--- src/rtl/key_search_if.sv ---
// Handshake and status bundle between a search core's sequencer and its controller / RC4 loop FSM.
// The sequencer uses the slave view; the controlling side uses the master view.
interface key_search_if #(
  parameter int unsigned KEY_WIDTH = 24
);
  logic                 start;
  logic                 abort;
  logic                 tm_done;
  logic                 msg_valid;
  logic                 tm_reset;
  logic                 new_key_available;
  logic                 busy;
  logic                 key_found;
  logic                 exhausted;
  logic                 timeout_err;
  logic [KEY_WIDTH-1:0] secret_key;
  logic [KEY_WIDTH-1:0] found_key;
  logic [KEY_WIDTH-1:0] keys_tried;

  modport master (
    output start, abort, tm_done, msg_valid,
    input  tm_reset, new_key_available, busy, key_found, exhausted, timeout_err,
    input  secret_key, found_key, keys_tried
  );

  modport slave (
    input  start, abort, tm_done, msg_valid,
    output tm_reset, new_key_available, busy, key_found, exhausted, timeout_err,
    output secret_key, found_key, keys_tried
  );
endinterface

--- src/rtl/key_search_sequencer.sv ---
// Brute-force key-search scheduler: steps candidate keys through the RC4 loop FSM and
// stops on a valid key, range exhaustion or a watchdog timeout.
//
// state       | meaning
// ------------+-----------------------------------------------------------
// S_IDLE      | no search; loop FSM held in reset
// S_LOAD_KEY  | register current candidate onto secret_key
// S_RESET_TM  | hold loop FSM reset for RESET_CYCLES cycles
// S_KEY_READY | one-cycle new_key_available pulse, watchdog cleared
// S_WAIT_RUN  | loop FSM running; wait for tm_done or watchdog expiry
// S_CHECK     | sample msg_valid, advance to next candidate or finish
// S_FOUND     | terminal: valid key found
// S_EXHAUSTED | terminal: range done without a valid key
// S_TIMEOUT   | terminal: loop FSM never reported done
module key_search_sequencer #(
  parameter int unsigned          KEY_WIDTH       = 24,
  parameter logic [KEY_WIDTH-1:0] KEY_START       = '0,
  parameter logic [KEY_WIDTH-1:0] KEY_END         = KEY_WIDTH'(24'h3FFFFF),
  parameter int unsigned          STRIDE          = 1,
  parameter int unsigned          RESET_CYCLES    = 2,
  parameter int unsigned          WATCHDOG_CYCLES = 20'hFFFFF
) (
  input  logic        CLOCK_50,
  input  logic        reset_n,
  key_search_if.slave bus
);

  localparam int unsigned RC_W = $clog2(RESET_CYCLES + 1);
  localparam int unsigned WD_W = $clog2(WATCHDOG_CYCLES + 1);
  localparam logic [RC_W-1:0]      RC_LAST  = RC_W'(RESET_CYCLES - 1);
  localparam logic [WD_W-1:0]      WD_LAST  = WD_W'(WATCHDOG_CYCLES - 1);
  localparam logic [KEY_WIDTH:0]   STRIDE_X = (KEY_WIDTH + 1)'(STRIDE);
  localparam logic [KEY_WIDTH:0]   END_X    = {1'b0, KEY_END};

  typedef enum logic [3:0] {
    S_IDLE,
    S_LOAD_KEY,
    S_RESET_TM,
    S_KEY_READY,
    S_WAIT_RUN,
    S_CHECK,
    S_FOUND,
    S_EXHAUSTED,
    S_TIMEOUT
  } state_t;

  state_t               state, state_nxt;
  logic [KEY_WIDTH-1:0] cur_key;
  logic [KEY_WIDTH-1:0] secret_key;
  logic [KEY_WIDTH-1:0] found_key;
  logic [KEY_WIDTH-1:0] keys_tried;
  logic [RC_W-1:0]      rst_cnt;
  logic [WD_W-1:0]      wd_cnt;
  logic [KEY_WIDTH:0]   nxt_key;
  logic                 range_done;

  // One extra bit so a step past the top of the key space reads as exhaustion, not a wrap.
  assign nxt_key    = {1'b0, cur_key} + STRIDE_X;
  assign range_done = nxt_key > END_X;

  always_ff @(posedge CLOCK_50 or negedge reset_n) begin
    if (!reset_n) state <= S_IDLE;
    else          state <= state_nxt;
  end

  always_comb begin
    state_nxt = state;
    if (bus.abort) begin
      state_nxt = S_IDLE;
    end else begin
      case (state)
        S_IDLE, S_FOUND, S_EXHAUSTED, S_TIMEOUT:
          if (bus.start) state_nxt = S_LOAD_KEY;
        S_LOAD_KEY:  state_nxt = S_RESET_TM;
        S_RESET_TM:  if (rst_cnt == RC_LAST) state_nxt = S_KEY_READY;
        S_KEY_READY: state_nxt = S_WAIT_RUN;
        S_WAIT_RUN: begin
          if (bus.tm_done)           state_nxt = S_CHECK;
          else if (wd_cnt == WD_LAST) state_nxt = S_TIMEOUT;
        end
        S_CHECK: begin
          if (bus.msg_valid)  state_nxt = S_FOUND;
          else if (range_done) state_nxt = S_EXHAUSTED;
          else                 state_nxt = S_LOAD_KEY;
        end
        default: state_nxt = S_IDLE;
      endcase
    end
  end

  always_ff @(posedge CLOCK_50 or negedge reset_n) begin
    if (!reset_n) begin
      cur_key    <= '0;
      secret_key <= '0;
      found_key  <= '0;
      keys_tried <= '0;
      rst_cnt    <= '0;
      wd_cnt     <= '0;
    end else if (!bus.abort) begin
      case (state)
        S_IDLE, S_FOUND, S_EXHAUSTED, S_TIMEOUT: begin
          if (bus.start) begin
            cur_key    <= KEY_START;
            keys_tried <= '0;
          end
        end
        S_LOAD_KEY: begin
          secret_key <= cur_key;
          rst_cnt    <= '0;
        end
        S_RESET_TM:  rst_cnt <= rst_cnt + RC_W'(1);
        S_KEY_READY: wd_cnt  <= '0;
        S_WAIT_RUN:  wd_cnt  <= wd_cnt + WD_W'(1);
        S_CHECK: begin
          keys_tried <= keys_tried + KEY_WIDTH'(1);
          if (bus.msg_valid)   found_key <= secret_key;
          else if (!range_done) cur_key  <= nxt_key[KEY_WIDTH-1:0];
        end
        default: ;
      endcase
    end
  end

  // tm_reset drops in terminal states so the loop FSM's FINAL outputs stay readable.
  assign bus.tm_reset          = (state == S_IDLE) || (state == S_RESET_TM);
  assign bus.new_key_available = (state == S_KEY_READY);
  assign bus.busy              = (state == S_LOAD_KEY) || (state == S_RESET_TM) ||
                                 (state == S_KEY_READY) || (state == S_WAIT_RUN) ||
                                 (state == S_CHECK);
  assign bus.key_found         = (state == S_FOUND);
  assign bus.exhausted         = (state == S_EXHAUSTED);
  assign bus.timeout_err       = (state == S_TIMEOUT);
  assign bus.secret_key        = secret_key;
  assign bus.found_key         = found_key;
  assign bus.keys_tried        = keys_tried;

endmodule

--- src/flat_wrapper.sv ---
// flat-port wrapper written by rule: the top's interface ports become plain ports
module key_search_sequencer_flat 
#(
  parameter int unsigned          KEY_WIDTH       = 24,
  parameter logic [KEY_WIDTH-1:0] KEY_START       = '0,
  parameter logic [KEY_WIDTH-1:0] KEY_END         = KEY_WIDTH'(24'h3FFFFF),
  parameter int unsigned          STRIDE          = 1,
  parameter int unsigned          RESET_CYCLES    = 2,
  parameter int unsigned          WATCHDOG_CYCLES = 20'hFFFFF
)
  (CLOCK_50, reset_n, bus_start, bus_abort, bus_tm_done, bus_msg_valid, bus_tm_reset, bus_new_key_available, bus_busy, bus_key_found, bus_exhausted, bus_timeout_err, bus_secret_key, bus_found_key, bus_keys_tried);
  key_search_if #(.KEY_WIDTH(KEY_WIDTH)) bus_i ();
  input  logic CLOCK_50;
  input  logic reset_n;
  input wire logic [$bits(bus_i.start)-1:0] bus_start;
  input wire logic [$bits(bus_i.abort)-1:0] bus_abort;
  input wire logic [$bits(bus_i.tm_done)-1:0] bus_tm_done;
  input wire logic [$bits(bus_i.msg_valid)-1:0] bus_msg_valid;
  output wire logic [$bits(bus_i.tm_reset)-1:0] bus_tm_reset;
  output wire logic [$bits(bus_i.new_key_available)-1:0] bus_new_key_available;
  output wire logic [$bits(bus_i.busy)-1:0] bus_busy;
  output wire logic [$bits(bus_i.key_found)-1:0] bus_key_found;
  output wire logic [$bits(bus_i.exhausted)-1:0] bus_exhausted;
  output wire logic [$bits(bus_i.timeout_err)-1:0] bus_timeout_err;
  output wire logic [$bits(bus_i.secret_key)-1:0] bus_secret_key;
  output wire logic [$bits(bus_i.found_key)-1:0] bus_found_key;
  output wire logic [$bits(bus_i.keys_tried)-1:0] bus_keys_tried;
  assign bus_i.start = bus_start;
  assign bus_i.abort = bus_abort;
  assign bus_i.tm_done = bus_tm_done;
  assign bus_i.msg_valid = bus_msg_valid;
  assign bus_tm_reset = bus_i.tm_reset;
  assign bus_new_key_available = bus_i.new_key_available;
  assign bus_busy = bus_i.busy;
  assign bus_key_found = bus_i.key_found;
  assign bus_exhausted = bus_i.exhausted;
  assign bus_timeout_err = bus_i.timeout_err;
  assign bus_secret_key = bus_i.secret_key;
  assign bus_found_key = bus_i.found_key;
  assign bus_keys_tried = bus_i.keys_tried;
  key_search_sequencer #(.KEY_WIDTH(KEY_WIDTH), .KEY_START(KEY_START), .KEY_END(KEY_END), .STRIDE(STRIDE), .RESET_CYCLES(RESET_CYCLES), .WATCHDOG_CYCLES(WATCHDOG_CYCLES)) u_core (.CLOCK_50(CLOCK_50), .reset_n(reset_n), .bus(bus_i));
endmodule
--- config.mk ---
export PLATFORM = sky130hd
export DESIGN_NAME = key_search_sequencer_flat
export DESIGN_NICKNAME = d
export VERILOG_FILES = /design/src/rtl/key_search_if.sv /design/src/rtl/key_search_sequencer.sv /design/src/flat_wrapper.sv
export SDC_FILE = /design/constraint.sdc
export NUM_CORES = 1
export LEC_CHECK = 0
export ABC_CLOCK_PERIOD_IN_PS = 3500
export BUFFER_PORTS_ARGS = -buffer_cell sky130_fd_sc_hd__buf_2
export CAP_MARGIN = 10
export CORE_UTILIZATION = 42
export DETAILED_ROUTE_END_ITERATION = 8
export PLACE_DENSITY = 0.59
export SYNTH_ARGS = -nofsm -noshare
export SYNTH_HDL_FRONTEND = slang
export SYNTH_SLANG_ARGS = --single-unit
--- constraint.sdc ---
create_clock -name CLOCK_50 -period 3.5 [get_ports CLOCK_50]
set_input_delay 0.7 -clock CLOCK_50 [delete_from_list [all_inputs] [get_ports CLOCK_50]]
set_output_delay 0.7 -clock CLOCK_50 [all_outputs]
set_load 0.005 [all_outputs]
### Yosys cells after proc, flatten, opt, wreduce, memory -nomap -nowiden

Cells that the tools add are included.
W data, S select, Z words.

* add/sub/neg operators: 4
* magnitude comparators: 1
* eq/ne operators: 16
* multiplexer cells: 15
* bitwise gates (word level): 1
* reduce and logical (&&, ||, !) cells: 17

Operators with widths (number)
* $pmux W24 S2: 2
* $mux W24: 3
* $pmux W20 S2: 1
* $add A24 B1 Y25 const B: 1
* $gt A25 B22 Y1 const B: 1
* $add A24 B1 Y24 const B: 1
* $mux W4: 6
* $pmux W4 S6: 1
* $add A20 B1 Y20 const B: 1
* $eq A20 B20 Y1 const B: 1
* $eq A4 B3 Y1 const B: 4
* $reduce_and A3 Y1: 3
* $eq A4 B2 Y1 const B: 2
* $ne A2 B2 Y1 const B: 3
* $reduce_and A2 Y1: 3
* $reduce_bool A2 Y1: 3
* $logic_or A1 B1 Y1: 5
* $reduce_and A5 Y1: 1
* $eq A4 B1 Y1 const B: 1
* $eq A4 B4 Y1 const B: 1
* $logic_not A4 Y1: 1
* $ne A4 B3 Y1 const B: 1
* $pmux W2 S2: 1
* $reduce_or A4 Y1: 1
* 6 further kinds: 6

* bits in registers: 122
* input bits: 6
* output and inout bits: 78
* word-level logic and storage cells: 61

### Logic depth before layout (Yosys ltp)

Gate-level depths: netlist of run 1.

* depth after elaboration: 6
* gate-level depth with buffers: 12
* gate-level depth less buffers: 8

### Worst setup path before layout of run 1

Ideal clock, no wire load.

* path type: register -> register
* from: register u_core.cur_key[0]
* to: register u_core.cur_key[0]
* library setup time: 0.118 ns
* arrival time: 2.756 ns
* data required time: 3.382 ns
* path slack: 0.626 ns
* cell stages (with the launch flop): 12
* buffers on the path: 3
* period minus slack after synthesis: 2.874 ns
* path through: dfrtp_1 -> clkbuf_1 -> inv_1 -> ha_1 -> or4_1 -> a211o_1 -> or4_4 -> o31ai_4 -> buf_6 -> buf_6 -> nor3_1 -> a21o_1

* word-level cells in the longest chain between the ends: 4
* elaborated cells between the ends (all ways): 7
* classes of those cells: add/sub: 1; order compare: 1; eq/ne: 1; mux: 3; reduce/logical: 1

Ends and longest elaborated chain
* from (decl): line key_search_sequencer.sv:48 `logic [KEY_WIDTH-1:0] cur_key;`
* from (signal assigned): line key_search_sequencer.sv:117 `else if (!range_done) cur_key <= nxt_key[KEY_WIDTH-1:0];`
* $add A24 B1 Y25 *: line key_search_sequencer.sv:58 `assign nxt_key = {1'b0, cur_key} + STRIDE_X;`
* $gt A25 B22 Y1 / $mux W24 (equally long branches): line key_search_sequencer.sv:59, key_search_sequencer.sv:117
* $ne A2 B2 Y1 (no line) / $mux W24 (equally long branches)
* $reduce_and A5 Y1 (no line) / $pmux W24 S2 (equally long branches)

Every way passes the cells marked *; elsewhere a longest branch is shown, timed or not. The select of a mux whose other input is x is not followed.
A chain may end at the register's enable or synchronous reset.

### Worst setup path after layout of run 1

* from: register u_core.cur_key[0]
* to: register u_core.cur_key[9]

Same word-level chain as after synthesis.

==> results of run 1 <==
cell usage after synthesis (6+ instances only):
cell / count / share of area, %
a21oi_1: 18 / 1.4
and2_1: 7 / 0.69
and3_1: 9 / 0.89
buf_2: 8 / 0.63
clkbuf_1: 27 / 1.6
dfrtp_1: 122 / 48
ha_1: 6 / 1.2
inv_1: 17 / 1.0
mux2_1: 20 / 3.6
mux2_2: 29 / 5.2
nand2_1: 60 / 3.6
nand3_1: 33 / 2.6
nand4_1: 13 / 1.3
nor2_1: 55 / 3.3
nor3_1: 18 / 1.4
nor4_1: 10 / 0.99
o211ai_1: 10 / 1.2
o21ai_0: 23 / 1.8
or3_1: 17 / 1.7
xnor2_1: 13 / 1.8
xor2_1: 18 / 2.5
layout make-up:
type | count | share of cell area, %
flip-flops and latches | 122 | 41.20
multi-input cells | 453 | 40.57
repair buffers | 98 | 7.496
clock buffers | 24 | 6.500
well taps | 184 | 3.107
inverters | 17 | 0.8610
clock inverters | 4 | 0.2701
stage by stage:
step,setup slack (ns),power [mW],instances
floorplan,0.6259,1.834,634
global placement,0.5502,1.986,874
detailed placement,0.4074,1.997,874
CTS,0.3863,3.530,902
global route,0.1875,3.652,902
finish,0.3543,3.489,902
state kept, by name, summed over array words and instances (netlist names):
signal / cells
u_core.bus.found_key: 24
u_core.bus.keys_tried: 24
u_core.bus.secret_key: 24
u_core.cur_key: 24
u_core.wd_cnt: 20
u_core.state: 4
u_core.rst_cnt: 2
worst max path at each step:
| stage | from | to | slack, ns | cells past startpoint |
|---|---|---|---|---|
| 2_1_floorplan | u_core.cur_key[0] | u_core.cur_key[0] | 0.63 | 11 |
| 3_3_place_gp | u_core.cur_key[0] | u_core.cur_key[7] | 0.55 | 8 |
| 3_5_place_dp | u_core.cur_key[0] | u_core.cur_key[9] | 0.41 | 8 |
| 4_1_cts | u_core.cur_key[0] | u_core.cur_key[9] | 0.39 | 8 |
| 5_1_grt | u_core.cur_key[0] | u_core.cur_key[7] | 0.19 | 8 |
| 6_report | u_core.cur_key[0] | u_core.cur_key[9] | 0.35 | 8 |
kinds of logic (layout without fill, tap and decap cells):
logic type      count (synthesis)  in the layout  share of synthesized area, %
compound gates                109            109                         12.13
xor+xnor                       31             31                         4.294
fa+ha+maj                       6              6                         1.187
buf+inv                        59            143                         4.195
flops                         122            122                         48.29
mux                            52             52                         9.341
simple gates                  255            255                         20.56
power by group through the flow:
stage	Combinational [mW]	Sequential, mW	Clock (mW)
floorplan	0.337	1.50	0
global placement	0.440	1.55	0
finish	0.440	1.53	1.52
global route	0.501	1.54	1.61
detailed placement	0.449	1.55	0
CTS	0.449	1.52	1.56
critical path: stages, from the launching register on:
cell and delay (ns):
dfrtp_1 0.53, ha_1 0.43, nand4_1 0.33, or4_4 0.62
mux2_4 0.29, o31ai_4 0.09, buf_4 0.17, or4_1 0.51
nand3_1 0.10
routing by layer:
layer  wire length [µm]  share of wire (%)  vias up  track usage (%)
li1                   -                  -     2436                -
met1               6870                 47     2464            27.23
met2               6748                 46      118            30.68
met3                631                4.3       21            4.639
met4                334                2.3        0            8.292
met5                  0                  0        -                0
==> flow_summary.toml, run 1 <==
[cells_and_area]
utilization_pct = 50.80
nNetsFinal = 721
areaGrowthSynthToFinish_pct = 17.22
final_cell_mix = "122 x dfrtp_1, 82 x buf_2, 60 x nand2_1, 54 x nor2_1, 33 x nand3_1"
drive_gt1_share_pct = 22.84
final_common_cell = "dfrtp_1"
multiInputGateArea_um2 = 3007
seq_area_um2 = 3053
fillCellCount = 1323
antenna_cells = 0
design_area_um2 = 7411

[sta]
hold_viol = 0
grt_setup_unrepaired = "no"
slew-limit-headroom_pct = 52.99
fmax_ghz = 0.3179
skew_ns = 0.01352
finalCritPeriodShare_pct = 89.88
setup_viol = 0
worst_pin_slew_ns = 0.7052
fin_setup_tns_ns = 0
min_period_ns = 3.146
hold_slack_ns = 0.3176
finalMaxSlewViolations = 0

[synthesis]
synthArstFlopShare_pct = 100.0
synth_flop_cell = "dfrtp_1"
syn_nets = 646
ys_seq_area_share_pct = 48.29
syn_area_um2 = 6322
synth_edf_count = 0
yosys_warnings = 0
avgSynthCellArea_um2 = 9.972
synth_cells = 634
yosysUniqueCellTypes = 71
ys_ff_latch = 122

[power_and_ir_drop]
ir_drop_mv = 0.3192
p_clk_share_pct = 43.7
power_frac_seq_pct = 43.7
leakage_nw = 3.606
internal_power_mw = 2.555
pwr-share-comb_pct = 12.6
netSwitchingFraction_pct = 26.77
p_sw_mw = 0.9341
cellPowerDensity_nw_per_um2 = 470.8

[placed_design]
postPlaceCellArea_um2 = 6909
portBuffers = 83
dp_hpwl_um = 10010
gp_congestion = 0.8992

[worst_setup_path]
rrSetupSlack_ns = 0.35
r2r_end = "u_core.cur_key[9]"
critical_path_peak_fanout = 12
r2r_cells = 8
worstPathRequired_ns = 3.86
end_kind = "flop"
cp-start-kind = "flop"
worstPathArrival_ns = 3.50
critical_path_class = "flop to flop"
worstReg2RegStart = "u_core.cur_key[0]"

[cts]
numCtsBuffers = 17
holdBufCountCts = 0
cts_setup_buffers = 0
path_clk_slew_ns = 0.05
clock_latency_ns = 0.43
post_cts_resized = 0
clk_path_buf_depth = 2
htree_levels = 4
cts_tree = "yes"
cts.sinks = 122
cts-root-buf = "clkbuf_16"

[floorplanning]
dieArea_um2 = 15550
ios = 84
fp.dieH_um = 124.7
coreArea_um2 = 14590
start_util_pct = 43.34
die-width_um = 124.7
rows = 44

[grt]
antenna_found_initial = 0
grt_pass1_vias = 4947
grt-ovfl-total = 0
grt_util_all_layers_pct = 20.04
grt_pass1_wl_um = 25030
grt_start_max_net_pins = 123

[route]
routed_wirelength_um = 14580
firstDrtPassIters = 5
wl_per_cell_um = 16.17
drc_errors = 0
dr_total_vias = 5039
via_per_inst = 5.586
antenna_left = 0
first_iter_violations = 305

[worst_hold_path]
worst_hold_path_type = "primary input to async pin"

[outcome]
outcome = "completed"

[run]
drv_cap = 0
No activity file was read; power rests on OpenSTA's default activity.
==> run 2: changes to the inputs <==
--- a/config.mk
+++ b/config.mk
@@ -5,12 +5,13 @@
 export SDC_FILE = /design/constraint.sdc
 export NUM_CORES = 1
 export LEC_CHECK = 0
-export ABC_CLOCK_PERIOD_IN_PS = 3500
+export ABC_AREA = 1
 export BUFFER_PORTS_ARGS = -buffer_cell sky130_fd_sc_hd__buf_2
 export CAP_MARGIN = 10
 export CORE_UTILIZATION = 42
 export DETAILED_ROUTE_END_ITERATION = 8
 export PLACE_DENSITY = 0.59
+export SETUP_SLACK_MARGIN = 0.05
 export SYNTH_ARGS = -nofsm -noshare
 export SYNTH_HDL_FRONTEND = slang
 export SYNTH_SLANG_ARGS = --single-unit
==> run 2 against run 1 <==
Against the previous run:
- combinational power up 34%
- flip-flop and latch count unchanged
- sequential power about the same
- fmax rose by 23%
- via count increased by 12%
- highest routed layer unchanged
- final cell count is 23% higher
- largest cell class unchanged
==> flow_summary.toml, run 2 <==
[outcome]
outcome = "completed"

[grt]
grt_start_max_net_pins = 56
antenna_found_initial = 0
grt_util_all_layers_pct = 21.32
grt_pass1_vias = 5362
grt_pass1_wl_um = 26920
grt-ovfl-total = 0

[worst_setup_path]
worstPathArrival_ns = 1.86
r2r_cells = 14
cp_top_family = "simple AND/OR/NAND/NOR gates"
cp-startpoint = "u_core.state[2]"
cp_common_cell = "nor2_1"
cp-start-kind = "flop"
r2r_end = "u_core.cur_key[20]"
worstPathCellList = "nor2_1 -> inv_1 -> nor3_1 -> nor2_1 -> nand3_1 -> buf_2"
rrSetupSlack_ns = 1.01
worstPathRequired_ns = 2.80
slowest_stage = "dfrtp_1"
max_stage_delay_ns = 0.41
critical_path_peak_fanout = 4
worstReg2RegStart = "u_core.cur_key[0]"
cp_num_buf_inv = 2
critical_path_class = "flop to output port"
end_kind = "output port"

[sta]
skew_ns = 0.006725
grt_setup_unrepaired = "no"
hold_viol = 0
finalCritPeriodShare_pct = 73.10
min_period_ns = 2.559
finalMaxSlewViolations = 0
fmax_ghz = 0.3908
worst_pin_slew_ns = 0.7217
setup_viol = 0
fin_setup_tns_ns = 0
slew-limit-headroom_pct = 51.77

[route]
drc_errors = 0
wl_per_cell_um = 14.26
via_per_inst = 5.078
dr_total_vias = 5647
first_iter_violations = 414
firstDrtPassIters = 5
antenna_left = 0
routed_wirelength_um = 15860

[cells_and_area]
drive_gt1_share_pct = 19.91
nNetsFinal = 923
stdcell_count = 1112
design_area_um2 = 7796
final_cell_mix = "207 x nand2_1, 122 x dfrtp_1, 89 x inv_1, 82 x buf_2, 77 x nor2_1"
antenna_cells = 0
final_common_cell = "nand2_1"
areaGrowthSynthToFinish_pct = 19.32

[worst_hold_path]
worst_hold_path_type = "primary input to async pin"

[cts]
cts_tree = "yes"
clock_latency_ns = 0.42
cts-root-buf = "clkbuf_16"
htree_levels = 4
clk_path_buf_depth = 2
post_cts_resized = 0
cts_setup_buffers = 0
cts.sinks = 122
holdBufCountCts = 0
numCtsBuffers = 17
path_clk_slew_ns = 0.06

[synthesis]
ys_ff_latch = 122
yosysMostFrequentCell = "nand2_1"
synthArstFlopShare_pct = 100.0
synth_top_area_share_pct = 46.73
netlist_top_cells_count = "207 x nand2_1, 122 x dfrtp_1, 89 x inv_1, 77 x nor2_1, 62 x nand3_1"
synthTopCellsByArea = "dfrtp_1 47%, nand2_1 12%, inv_1 5.1%, mux2_2 4.8%, nand3_1 4.7%"
yosys_warnings = 0
syn_area_um2 = 6534
synth_edf_count = 0
ys_seq_area_share_pct = 46.73
synth_cells = 819
avgSynthCellArea_um2 = 7.978
synth_flop_cell = "dfrtp_1"
yosysTopAreaCell = "dfrtp_1"
yosysUniqueCellTypes = 40
syn_nets = 831

[floorplanning]
dieArea_um2 = 16060
fp.dieH_um = 126.7
die-width_um = 126.7
coreArea_um2 = 15200
rows = 45
start_util_pct = 42.98
ios = 84

[placed_design]
dp_cells = 1080
postPlaceCellArea_um2 = 7168
portBuffers = 83
gp_congestion = 0.9107
dp_hpwl_um = 11530

[power_and_ir_drop]
leakage_nw = 3.743
cellPowerDensity_nw_per_um2 = 510.2
ir_drop_mv = 0.3407
power_mw = 3.978

[run]
drv_cap = 0
-- run 2: changes by cell type after synthesis, moves of 8 or more --
cell,delta
nand2_1,+147
clkbuf_1,-15
mux2_1,-20
or3_1,-17
nand3_1,+29
nor2_2,+8
nor2_1,+22
nor3_1,+10
and3_1,-9
o211ai_1,-10
a21oi_1,+20
o21ai_0,+21
inv_1,+72
xnor2_1,-13
-- run 2: final cells by class --
| class | instances | area [µm²] |
|---|---|---|
| Tap cell | 188 | 235.2 |
| Multi-Input combinational cell | 583 | 3028 |
| Clock buffer | 20 | 456.7 |
| Sequential cell | 122 | 3053 |
| Clock inverter | 12 | 171.4 |
| Fill cell | 1493 | 7406 |
| Timing Repair Buffer | 91 | 490.5 |
| Inverter | 96 | 361.6 |
-- run 2: worst max path at each step --
stage | to | slack, ns | cells after the start
floorplan | u_core.cur_key[11] | 1.44 | 14
global placement | u_core.wd_cnt[11] | 0.90 | 9
detailed placement | u_core.bus.keys_tried[3] | 0.95 | 7
CTS | bus_busy | 0.89 | 6
global route | u_core.cur_key[16] | 0.67 | 15
finish | bus_busy | 0.94 | 6
-- run 2: where the power goes --
part | total [mW] | internal, mW | switching [mW] | leakage, nW
registers | 1.54 | 1.47 | 0.0631 | 1.69
clock network | 1.85 | 1.22 | 0.627 | 0.302
logic | 0.591 | 0.167 | 0.425 | 1.75
-- run 2: worst reg2reg max path, cell delays in order, from the launching register on --
cell	delay (ns)
dfrtp_1	0.47
ha_1	0.25
nand2_2	0.09
nor2_4	0.16
nand2_2	0.12
nor2_2	0.12
nand3_1	0.09
xor2_1	0.18
nor2_1	0.07
nand3_1	0.09
nand2_2	0.07
nand2_4	0.24
nand2_4	0.23
nand2_1	0.12
nand2_1	0.06
-- run 2: cell families (layout without fill, tap and decap cells) --
| logic type | Yosys count | in the layout | synth area share, % |
|---|---|---|---|
| AO/OA/AOI/OAI | 104 | 104 | 8.655 |
| XOR/XNOR | 17 | 17 | 2.279 |
| adder cells (fa/ha/maj) | 6 | 6 | 1.149 |
| buffers and inverters | 114 | 219 | 6.932 |
| flip-flops | 122 | 122 | 46.73 |
| multiplexers | 28 | 28 | 4.826 |
| AND/OR/NAND/NOR | 428 | 428 | 29.43 |
-- run 2: layer usage --
metal  global-route usage (%)  up-vias  wire (µm)
li1                         -     2869          -
met1                    29.85     2633       7964
met2                    32.53      130       7000
met3                    5.399       15        702
met4                    6.373        0        187
met5                        0        -          0
-- run 2: stage by stage --
step	setup slack [ns]	hold WS, ns	util [%]
after floorplan	1.445	0.4044	-
after global placement	0.9002	0.4813	47.15
after detailed placement	0.9455	0.4860	47.15
after CTS	0.8929	0.3028	51.28
after global routing	0.6688	0.3385	51.28
final	0.9414	0.2913	51.28
==> run 3: changes to the inputs <==
==> constraint.sdc (replaced) <==
create_clock -name CLOCK_50 -period 2.6 [get_ports CLOCK_50]
set_input_delay 0.52 -clock CLOCK_50 [delete_from_list [all_inputs] [get_ports CLOCK_50]]
set_output_delay 0.52 -clock CLOCK_50 [all_outputs]
set_load 0.005 [all_outputs]
==> run 3 against run 2 <==
Against the previous run:
- power grew 33%
- combinational power increased by 39%
- clock skew increased by 0.0037 ns
- utilization increased by 0.63 points
- highest routed layer unchanged
==> flow_summary.toml, run 3 (same netlist as run 2, synthesis figures left out) <==
[power_and_ir_drop]
power_mw = 5.308
pwr-share-comb_pct = 15.5
cellPowerDensity_nw_per_um2 = 672.6
p_clk_share_pct = 45.4
internal_power_mw = 3.805
ir_drop_mv = 0.5304
leakage_nw = 3.791
netSwitchingFraction_pct = 28.31
power_frac_seq_pct = 39.1
p_sw_mw = 1.503

[cells_and_area]
nNetsFinal = 932
multiInputGateArea_um2 = 3055
antenna_cells = 0
final_common_cell = "nand2_1"
utilization_pct = 51.92
areaGrowthSynthToFinish_pct = 20.80
design_area_um2 = 7893
fillCellCount = 1502
final_cell_mix = "207 x nand2_1, 120 x dfrtp_1, 89 x inv_1, 82 x buf_2, 76 x nor2_1"
seq_area_um2 = 3055
drive_gt1_share_pct = 21.22

[worst_setup_path]
end_kind = "flop"
slowest_stage = "dfrtp_1"
critical_path_class = "flop to flop"
max_stage_delay_ns = 0.43
r2r_end = "u_core.cur_key[8]"
worstPathRequired_ns = 2.96
critical_path_peak_fanout = 17
cp-start-kind = "flop"
worstPathCellList = "nand2_1 -> nor2_1 -> nand3_2 -> nor2_4 -> nand2_1 -> xor2_1 -> nor2_1 -> nand3_1 -> nand2_2 -> nand2_8 -> buf_6 -> nand3_1 -> nand2_1"
r2r_cells = 13
rrSetupSlack_ns = 0.26
worstReg2RegStart = "u_core.cur_key[10]"
cp_common_cell = "nand2_1"
worstPathArrival_ns = 2.70

[cts]
htree_levels = 4
cts-root-buf = "clkbuf_16"
cts.sinks = 122
clk_path_buf_depth = 2
cts_tree = "yes"
numCtsBuffers = 17
path_clk_slew_ns = 0.05
clock_latency_ns = 0.43
holdBufCountCts = 0

[route]
dr_total_vias = 5756
first_iter_violations = 379
via_per_inst = 5.135
antenna_left = 0
routed_wirelength_um = 16000
wl_per_cell_um = 14.27
drc_errors = 0
firstDrtPassIters = 5

[sta]
min_period_ns = 2.340
setup_viol = 0
fin_setup_tns_ns = 0
grt_setup_unrepaired = "no"
hold_slack_ns = 0.07598
finalMaxSlewViolations = 0
worst_pin_slew_ns = 0.5488
skew_ns = 0.01038
fmax_ghz = 0.4273
finalCritPeriodShare_pct = 90.00
hold_viol = 0
slew-limit-headroom_pct = 63.32

[floorplanning]
fp.dieH_um = 126.7
dieArea_um2 = 16060
coreArea_um2 = 15200
rows = 45
ios = 84
start_util_pct = 42.98
die-width_um = 126.7

[grt]
grt_util_all_layers_pct = 21.50
grt-ovfl-total = 0
grt_pass1_wl_um = 27050
grt_start_max_net_pins = 47
grt_pass1_vias = 5375
antenna_found_initial = 0

[placed_design]
portBuffers = 83
gp_congestion = 0.9115
postPlaceCellArea_um2 = 7233
dp_hpwl_um = 11440

[worst_hold_path]
worst_hold_path_type = "primary input to async pin"

[outcome]
outcome = "completed"

[run]
drv_cap = 0
[run 3: power by group through the flow]
stage	sequential, mW	combinational (mW)	clock (mW)
floorplan	2.08	0.585	0
global placement	2.10	0.812	0
detailed placement	2.10	0.815	0
CTS	2.07	0.815	2.46
global route	2.09	0.940	2.53
finish	2.07	0.823	2.41
[run 3: layout make-up]
| type | instances | area share [%] |
|---|---|---|
| Sequential cell | 122 | 38.71 |
| Inverter | 96 | 4.581 |
| Multi-Input combinational cell | 583 | 38.71 |
| Clock buffer | 25 | 6.658 |
| Clock inverter | 7 | 1.078 |
| Tap cell | 188 | 2.980 |
| Timing Repair Buffer | 100 | 7.276 |
[run 3: worst max path at each step]
stage / end / start / depth (start not counted) / slack [ns]
final: u_core.cur_key[8] / u_core.cur_key[10] / 13 / 0.26
after global routing: u_core.cur_key[10] / u_core.cur_key[0] / 15 / 0.05
after CTS: u_core.cur_key[10] / u_core.cur_key[0] / 15 / 0.12
after detailed placement: u_core.cur_key[10] / u_core.cur_key[0] / 15 / 0.14
after global placement: u_core.cur_key[8] / u_core.cur_key[0] / 15 / 0.22
after floorplan: u_core.cur_key[11] / u_core.cur_key[0] / 14 / 0.54
[run 3: metal layers]
metal / share of wire [%] / vias to the layer above / GRT usage [%] / routed length [µm]
met5: 0 / - / 0 / 0
met4: 1.5 / 0 / 7.843 / 233
met3: 3.7 / 16 / 4.471 / 586
met2: 44 / 138 / 32.43 / 7076
met1: 51 / 2708 / 30.50 / 8105
li1: - / 2894 / - / -
[run 3: what timing repair did]
item,in CTS,in global routing
resized for setup,0,9
setup buffers,0,2
endpoints found under the setup margin,0,26
[run 3: critical path, delay by kind of cell, from the launching register on]
| kind | cells | cell delay, ns |
|---|---|---|
| xor gates and xnor gates | 1 | 0.23 |
| buffers and inverters | 1 | 0.17 |
| DFF | 1 | 0.43 |
| and+or+nand+nor | 11 | 1.44 |
[run 3: through the flow]
step / setup slack [ns] / cells
after floorplan: 0.5447 / 819
after global placement: 0.2181 / 1087
after detailed placement: 0.1357 / 1087
after CTS: 0.1171 / 1119
after global routing: 0.04896 / 1121
final: 0.2599 / 1121
